## config.mk

```make
export PLATFORM = sky130hd
export DESIGN_NAME = pipelined_control_unit_flat
export DESIGN_NICKNAME = d
export VERILOG_FILES = /design/src/rtl/pipelined_control_unit_if.sv /design/src/rtl/pipelined_control_unit.sv /design/src/flat_wrapper.sv
export SDC_FILE = /design/constraint.sdc
export NUM_CORES = 1
export LEC_CHECK = 0
export ABC_AREA = 1
export CAP_MARGIN = 20
export CORE_AREA = 2 2 41 43
export CTS_BUF_LIST = sky130_fd_sc_hd__clkbuf_8 sky130_fd_sc_hd__clkbuf_16
export CTS_CLUSTER_SIZE = 16
export DETAILED_ROUTE_END_ITERATION = 8
export DIE_AREA = 0 0 43 45
export PLACE_DENSITY = 0.84
export RECOVER_POWER = 25
export SYNTH_ARGS = -nofsm -noshare
export SYNTH_HDL_FRONTEND = slang
export SYNTH_SLANG_ARGS = --single-unit
```

## constraint.sdc

```tcl
create_clock -name clk -period 2.8 [get_ports clk]
set_input_delay 0.7 -clock clk [delete_from_list [all_inputs] [get_ports clk]]
set_output_delay 0.7 -clock clk [all_outputs]
set_load 0.01 [all_outputs]
```

## src/rtl/pipelined_control_unit_if.sv

```systemverilog
// rtl/pipelined_control_unit_if.sv - fetch-side inputs and ID/EX control bundle of the decode stage
// Optional perf counter signals exist only when CU_PERF_COUNT_EN is defined.
interface pipelined_control_unit_if #(
  parameter int OPC_W = 5
);
  logic             enable;
  logic             instr_valid;
  logic [OPC_W-1:0] opcode;
  logic             stall;
  logic             flush;
  logic             ctl_valid;
  logic [OPC_W-1:0] alu_op;
  logic             reg_wr;
  logic             mem_rd;
  logic             mem_wr;
  logic             alu_src;
  logic             ldm;
  logic             imm_take;
  logic             busy;
  logic             illegal;
`ifdef CU_PERF_COUNT_EN
  logic [31:0]      issue_cnt;
  logic [31:0]      bubble_cnt;

  modport slave (
    input  enable, instr_valid, opcode, stall, flush,
    output ctl_valid, alu_op, reg_wr, mem_rd, mem_wr, alu_src, ldm,
           imm_take, busy, illegal, issue_cnt, bubble_cnt
  );
  modport master (
    output enable, instr_valid, opcode, stall, flush,
    input  ctl_valid, alu_op, reg_wr, mem_rd, mem_wr, alu_src, ldm,
           imm_take, busy, illegal, issue_cnt, bubble_cnt
  );
`else
  modport slave (
    input  enable, instr_valid, opcode, stall, flush,
    output ctl_valid, alu_op, reg_wr, mem_rd, mem_wr, alu_src, ldm,
           imm_take, busy, illegal
  );
  modport master (
    output enable, instr_valid, opcode, stall, flush,
    input  ctl_valid, alu_op, reg_wr, mem_rd, mem_wr, alu_src, ldm,
           imm_take, busy, illegal
  );
`endif
endinterface

```

## src/rtl/pipelined_control_unit.sv

```systemverilog
// rtl/pipelined_control_unit.sv - registered decode stage with two-word LDM sequencing FSM
// Define CU_PERF_COUNT_EN to add the issue/bubble performance counters.
module pipelined_control_unit #(
  parameter int               OPC_W    = 5,
  parameter logic [OPC_W-1:0] LDM_OPC  = OPC_W'(5'b00001),
  parameter logic [OPC_W-1:0] ST_OPC   = OPC_W'(5'b00010),
  parameter logic [OPC_W-1:0] LD_OPC   = OPC_W'(5'b00101),
  parameter logic [OPC_W-1:0] ALU1_OPC = OPC_W'(5'b00011),
  parameter logic [OPC_W-1:0] ALU2_OPC = OPC_W'(5'b00100),
  parameter logic [OPC_W-1:0] NOP_OPC  = OPC_W'(5'b00000)
) (
  input  logic                    clk,
  input  logic                    rst_n,
  pipelined_control_unit_if.slave bus
);

  typedef enum logic {DECODE, IMM} state_t;

  typedef struct packed {
    logic             ctl_valid;
    logic [OPC_W-1:0] alu_op;
    logic             reg_wr;
    logic             mem_rd;
    logic             mem_wr;
    logic             alu_src;
    logic             ldm;
    logic             illegal;
  } ctl_t;

  state_t state_q, state_d;
  ctl_t   ctl_q, ctl_d;
  logic   accept;

  assign accept = bus.instr_valid & bus.enable & ~bus.stall & ~bus.flush;

  always_ff @(posedge clk or negedge rst_n) begin
    if (!rst_n) begin
      state_q <= DECODE;
      ctl_q   <= '0;
    end else begin
      state_q <= state_d;
      ctl_q   <= ctl_d;
    end
  end

  // Bubble is the default; flush wins over stall, stall wins over a fresh decode.
  always_comb begin
    state_d = state_q;
    ctl_d   = '0;
    if (bus.flush) begin
      state_d = DECODE;
    end else if (bus.stall) begin
      ctl_d = ctl_q;
    end else if (accept) begin
      if (state_q == IMM) begin
        ctl_d.ctl_valid = 1'b1;
        ctl_d.alu_op    = LDM_OPC;
        ctl_d.alu_src   = 1'b1;
        ctl_d.ldm       = 1'b1;
        ctl_d.reg_wr    = 1'b1;
        state_d         = DECODE;
      end else if (bus.opcode == LDM_OPC) begin
        state_d = IMM;
      end else begin
        ctl_d.ctl_valid = 1'b1;
        ctl_d.alu_op    = bus.opcode;
        case (bus.opcode)
          ST_OPC:             ctl_d.mem_wr = 1'b1;
          LD_OPC: begin
            ctl_d.mem_rd = 1'b1;
            ctl_d.reg_wr = 1'b1;
          end
          ALU1_OPC, ALU2_OPC: ctl_d.reg_wr = 1'b1;
          NOP_OPC:            ctl_d.reg_wr = 1'b0;
          default:            ctl_d.illegal = 1'b1;
        endcase
      end
    end
  end

  assign bus.ctl_valid = ctl_q.ctl_valid;
  assign bus.alu_op    = ctl_q.alu_op;
  assign bus.reg_wr    = ctl_q.reg_wr;
  assign bus.mem_rd    = ctl_q.mem_rd;
  assign bus.mem_wr    = ctl_q.mem_wr;
  assign bus.alu_src   = ctl_q.alu_src;
  assign bus.ldm       = ctl_q.ldm;
  assign bus.illegal   = ctl_q.illegal;
  assign bus.busy      = (state_q == IMM);
  assign bus.imm_take  = (state_q == IMM) & accept;

`ifdef CU_PERF_COUNT_EN
  logic [31:0] issue_cnt_q, bubble_cnt_q;

  always_ff @(posedge clk or negedge rst_n) begin
    if (!rst_n) begin
      issue_cnt_q  <= '0;
      bubble_cnt_q <= '0;
    end else if (bus.flush || !bus.stall) begin
      if (ctl_d.ctl_valid) issue_cnt_q  <= issue_cnt_q + 32'd1;
      else                 bubble_cnt_q <= bubble_cnt_q + 32'd1;
    end
  end

  assign bus.issue_cnt  = issue_cnt_q;
  assign bus.bubble_cnt = bubble_cnt_q;
`endif

endmodule

```

## src/flat_wrapper.sv

```systemverilog
// flat-port wrapper written by rule: the top's interface ports become plain ports
module pipelined_control_unit_flat 
#(
  parameter int               OPC_W    = 5,
  parameter logic [OPC_W-1:0] LDM_OPC  = OPC_W'(5'b00001),
  parameter logic [OPC_W-1:0] ST_OPC   = OPC_W'(5'b00010),
  parameter logic [OPC_W-1:0] LD_OPC   = OPC_W'(5'b00101),
  parameter logic [OPC_W-1:0] ALU1_OPC = OPC_W'(5'b00011),
  parameter logic [OPC_W-1:0] ALU2_OPC = OPC_W'(5'b00100),
  parameter logic [OPC_W-1:0] NOP_OPC  = OPC_W'(5'b00000)
)
  (clk, rst_n, bus_enable, bus_instr_valid, bus_opcode, bus_stall, bus_flush, bus_ctl_valid, bus_alu_op, bus_reg_wr, bus_mem_rd, bus_mem_wr, bus_alu_src, bus_ldm, bus_imm_take, bus_busy, bus_illegal);
  pipelined_control_unit_if #(.OPC_W(OPC_W)) bus_i ();
  input  logic clk;
  input  logic rst_n;
  input wire logic [$bits(bus_i.enable)-1:0] bus_enable;
  input wire logic [$bits(bus_i.instr_valid)-1:0] bus_instr_valid;
  input wire logic [$bits(bus_i.opcode)-1:0] bus_opcode;
  input wire logic [$bits(bus_i.stall)-1:0] bus_stall;
  input wire logic [$bits(bus_i.flush)-1:0] bus_flush;
  output wire logic [$bits(bus_i.ctl_valid)-1:0] bus_ctl_valid;
  output wire logic [$bits(bus_i.alu_op)-1:0] bus_alu_op;
  output wire logic [$bits(bus_i.reg_wr)-1:0] bus_reg_wr;
  output wire logic [$bits(bus_i.mem_rd)-1:0] bus_mem_rd;
  output wire logic [$bits(bus_i.mem_wr)-1:0] bus_mem_wr;
  output wire logic [$bits(bus_i.alu_src)-1:0] bus_alu_src;
  output wire logic [$bits(bus_i.ldm)-1:0] bus_ldm;
  output wire logic [$bits(bus_i.imm_take)-1:0] bus_imm_take;
  output wire logic [$bits(bus_i.busy)-1:0] bus_busy;
  output wire logic [$bits(bus_i.illegal)-1:0] bus_illegal;
  assign bus_i.enable = bus_enable;
  assign bus_i.instr_valid = bus_instr_valid;
  assign bus_i.opcode = bus_opcode;
  assign bus_i.stall = bus_stall;
  assign bus_i.flush = bus_flush;
  assign bus_ctl_valid = bus_i.ctl_valid;
  assign bus_alu_op = bus_i.alu_op;
  assign bus_reg_wr = bus_i.reg_wr;
  assign bus_mem_rd = bus_i.mem_rd;
  assign bus_mem_wr = bus_i.mem_wr;
  assign bus_alu_src = bus_i.alu_src;
  assign bus_ldm = bus_i.ldm;
  assign bus_imm_take = bus_i.imm_take;
  assign bus_busy = bus_i.busy;
  assign bus_illegal = bus_i.illegal;
  pipelined_control_unit #(.OPC_W(OPC_W), .LDM_OPC(LDM_OPC), .ST_OPC(ST_OPC), .LD_OPC(LD_OPC), .ALU1_OPC(ALU1_OPC), .ALU2_OPC(ALU2_OPC), .NOP_OPC(NOP_OPC)) u_core (.clk(clk), .rst_n(rst_n), .bus(bus_i));
endmodule
```

==> impl_summary.md <==
Clocking
TritonCTS built the clock tree. In this run the clock root is driven by a sky130_fd_sc_hd__clkbuf_8. The clock edge transition at the registers on the reported setup and hold paths is 0.05 ns.

The clock insertion delay at the later pin of the skew report is 0.25 ns. The count of H-tree levels built during CTS is 1. Buffers inserted during clock tree synthesis total 3.

CTS saw 12 sinks. In this run the deepest clock path goes through 2 buffers.

Pwr
The standby leakage power is 0.478 nW. In this run the power density over the cells is 456 mW/mm². Across the VDD grid, the largest voltage drop is 0.327 mV.

Placement
At the end of routability-driven placement, the weighted congestion stood at 0.820. The number of port buffers is 24. The post-place instance area is 868 µm². The placement-stage worst setup slack is 0.0854 ns. Detailed placement finished with a half-perimeter wire length of 1.19 mm.

Synth
In this run the mean area of a mapped cell was 7.65 µm². Summing every instance area after synthesis gives 619 µm². The synthesized design contains 12 register bits. The post-synthesis cell count is 81.

The fraction of the yosys area taken by sequential cells is 0.485. The Yosys step of the flow raised 0 warnings. Counting every net in the synthesized netlist gives 92.

The unique cell type count in the Yosys netlist is 17.

Setup path
The critical setup path kind is primary input to output port. Traced cell by cell, the critical path runs through clkdlybuf4s50_1 > inv_2 > nand4_1 > nor2_1 > dlymetal6s2s_1. Along the worst path, the maximum fanout reaches 3. On the critical path, the stage with the largest delay is an instance of sky130_fd_sc_hd__clkdlybuf4s50_1. On the worst path, the slowest cell contributes a delay of 0.48 ns. For the worst setup path, the data required time is 2.10 ns. The sort of element at the start of the critical path is a primary input. For the worst setup path, the data arrival time is 1.63 ns.

The worst setup path is captured at an output port.

Die
The initial utilization of the core area, before any placement, comes to 0.421. Pin placement for this block handled 25 I/O pins. In this run the core area contains 14 standard-cell rows.

The floorplan step set the die width to 43 µm. The vertical die dimension is 45 µm. The core region area is 0.00147 mm². The floorplan die area is 0.00194 mm².

Final layout
Measured on the finished design, the core utilization comes to 0.629. Compared with the post-synthesis result, the final layout area differs by 49.5%. The fill cell total of the finished layout is 128. The finished cells cover 926 µm². Summing all multi-input logic gate instances after layout gives 259 µm². The number of antenna diodes in the final layout is 0.

Of the cells placed in the final design, the portion with a size suffix greater than 1 is 0.120. The net count reported at finish is 120. The register cell area after layout is 300 µm².

Timing
The final setup violation count is 0. The worst-case clock skew is 0.000554 ns. Hold is met by 0.478 ns.

Measured against its own limit, the worst slew margin works out to 0.634. Setup repair after global routing left no endpoint under its margin. For this run, the top clock speed supported by timing is 430 MHz. The measured slew at the worst slew-check pin is 0.548 ns.

The number of hold-slack violations in the final timing report is 0. Once routing completed, OpenROAD measured the worst setup slack at 0.473 ns. The final critical-path required period is 2.33 ns. The number of max-slew violations in the final report is 0.

Of the available clock period, the critical path in the final layout requires 0.831. The total negative slack is 0 ns.

Routing
Once detail routing completed, the nets flagged for antenna violations numbered 0. After the first detailed-routing iteration, the DRC count stood at 23. The number of iterations in the first detailed-routing pass is 4. The detailed-route wire length is 1.57 mm. In the final routed layout, each cell accounts on average for 12.6 µm. After detailed routing, the number of remaining DRC violations is 0. The via density per instance is 5.08.

The total number of vias is 630.

Status
The flow ran to the end, and the final reports show no timing, DRC or antenna violations.

GRT
Entering global routing, the biggest net connects 13 pins. The first global-routing pass estimated 2.48 mm of wire. The sum of overflow across all layers after global routing is 0. For this run, the total global-route usage over all layers was measured as 0.183. The via count of the first global-routing pass came to 595. The initial antenna violation count is 0.

Hold path
The classification of the worst-slack hold path is flop to flop.

Run
The tool flagged a number of max-cap violations equal to 0.
-- path summary, 6_finish.rpt --
path,startpoint,endpoint,slack [ns],cells after the start
setup / recovery,bus_flush,bus_imm_take,0.47,5
hold / removal,u_core.bus.alu_op[0]$_DFFE_PN0P_,u_core.bus.alu_op[0]$_DFFE_PN0P_,0.48,2
setup reg to reg,u_core.bus.busy$_DFFE_PN0P_,u_core.bus.alu_op[0]$_DFFE_PN0P_,1.73,4
hold reg to reg,u_core.bus.alu_op[0]$_DFFE_PN0P_,u_core.bus.alu_op[0]$_DFFE_PN0P_,0.48,2
max in group asynchronous,rst_n,u_core.bus.mem_rd$_DFFE_PN0P_,1.56,1
min in group asynchronous,rst_n,u_core.bus.illegal$_DFFE_PN0P_,0.88,1
-- layout by cell type, fill, tap and decap left out, drive strengths merged --
cell,n
buf,1
clkbuf,4
clkdlybuf4s50,22
dfrtp,12
dlygate4sd3,1
dlymetal6s2s,1
inv,11
nand2,30
nand3,6
nand4,3
nor2,10
nor3,1
o21ai,6
-- per-layer routing --
metal | share of wire | global-route usage | vias up
met4 | 0.028 | 0.127 | 0
li1 | - | - | 308
met3 | 0.050 | 0.0480 | 5
met2 | 0.52 | 0.321 | 26
met1 | 0.40 | 0.194 | 291
met5 | 0 | 0 | -
-- stage by stage --
stage	power, mW	instances
after detailed placement	0.231	120
after CTS	0.424	124
after floorplan	0.202	81
final	0.422	124
after global placement	0.230	120
after global routing	0.436	124
-- power by group --
| group | total (mW) | internal, mW | switching [mW] | leakage [nW] |
|---|---|---|---|---|
| combinational | 0.0507 | 0.0237 | 0.0270 | 0.283 |
| clock | 0.193 | 0.125 | 0.0685 | 0.0288 |
| sequential | 0.178 | 0.176 | 0.00151 | 0.166 |
-- cells in the mapped netlist --
library cell               n  area (µm²)
sky130_fd_sc_hd__nand2_1  29         109
sky130_fd_sc_hd__dfrtp_1  12         300
sky130_fd_sc_hd__inv_1     9        33.8
sky130_fd_sc_hd__nor2_1    8        30.0
sky130_fd_sc_hd__nand3_1   5        25.0
sky130_fd_sc_hd__nand4_1   3        18.8
sky130_fd_sc_hd__o21ai_1   3        15.0
sky130_fd_sc_hd__inv_2     2        7.51
sky130_fd_sc_hd__o21ai_2   2        17.5
sky130_fd_sc_hd__buf_4     1        7.51
sky130_fd_sc_hd__buf_6     1        11.3
sky130_fd_sc_hd__nand2_2   1        6.26
sky130_fd_sc_hd__nand3_2   1        10.0
sky130_fd_sc_hd__nor2_2    1        6.26
sky130_fd_sc_hd__nor2_4    1        11.3
sky130_fd_sc_hd__nor3_1    1        5.00
sky130_fd_sc_hd__o21ai_0   1        5.00
-- critical path: cells and delay by family --
family | cells | cell delay (ns)
buf+inv | 3 | 0.74
simple gates | 2 | 0.19
-- logic make-up (layout without fill, tap and decap cells) --
| logic type | count (synthesis) | count (layout) | synth area share |
|---|---|---|---|
| AOI/OAI and AO/OA | 6 | 6 | 0.0606 |
| buffers and inverters | 13 | 40 | 0.0970 |
| DFF | 12 | 12 | 0.485 |
| and+or+nand+nor | 50 | 50 | 0.358 |
-- sequential cells by signal (all words and copies together) (netlist names) --
signal / flops
u_core.bus.busy: 1
u_core.bus.ctl_valid: 1
u_core.bus.alu_op: 5
u_core.bus.illegal: 1
u_core.bus.alu_src: 1
u_core.bus.mem_wr: 1
u_core.bus.mem_rd: 1
u_core.bus.reg_wr: 1
-- what timing repair did --
| action | 4_1_cts | 5_1_grt |
|---|---|---|
| setup endpoints to repair | 0 | 1 |
| buffers inserted | 0 | 0 |
| hold buffers | 0 | 0 |
| resized for setup | 0 | 1 |
-- layout make-up --
type / instances / area share
Clock buffer: 4 / 0.0595
Inverter: 11 / 0.0446
Tap cell: 16 / 0.0216
Sequential cell: 12 / 0.324
Multi-Input combinational cell: 56 / 0.280
Timing Repair Buffer: 25 / 0.270
Note: power is estimated with default switching activity, not from simulation.
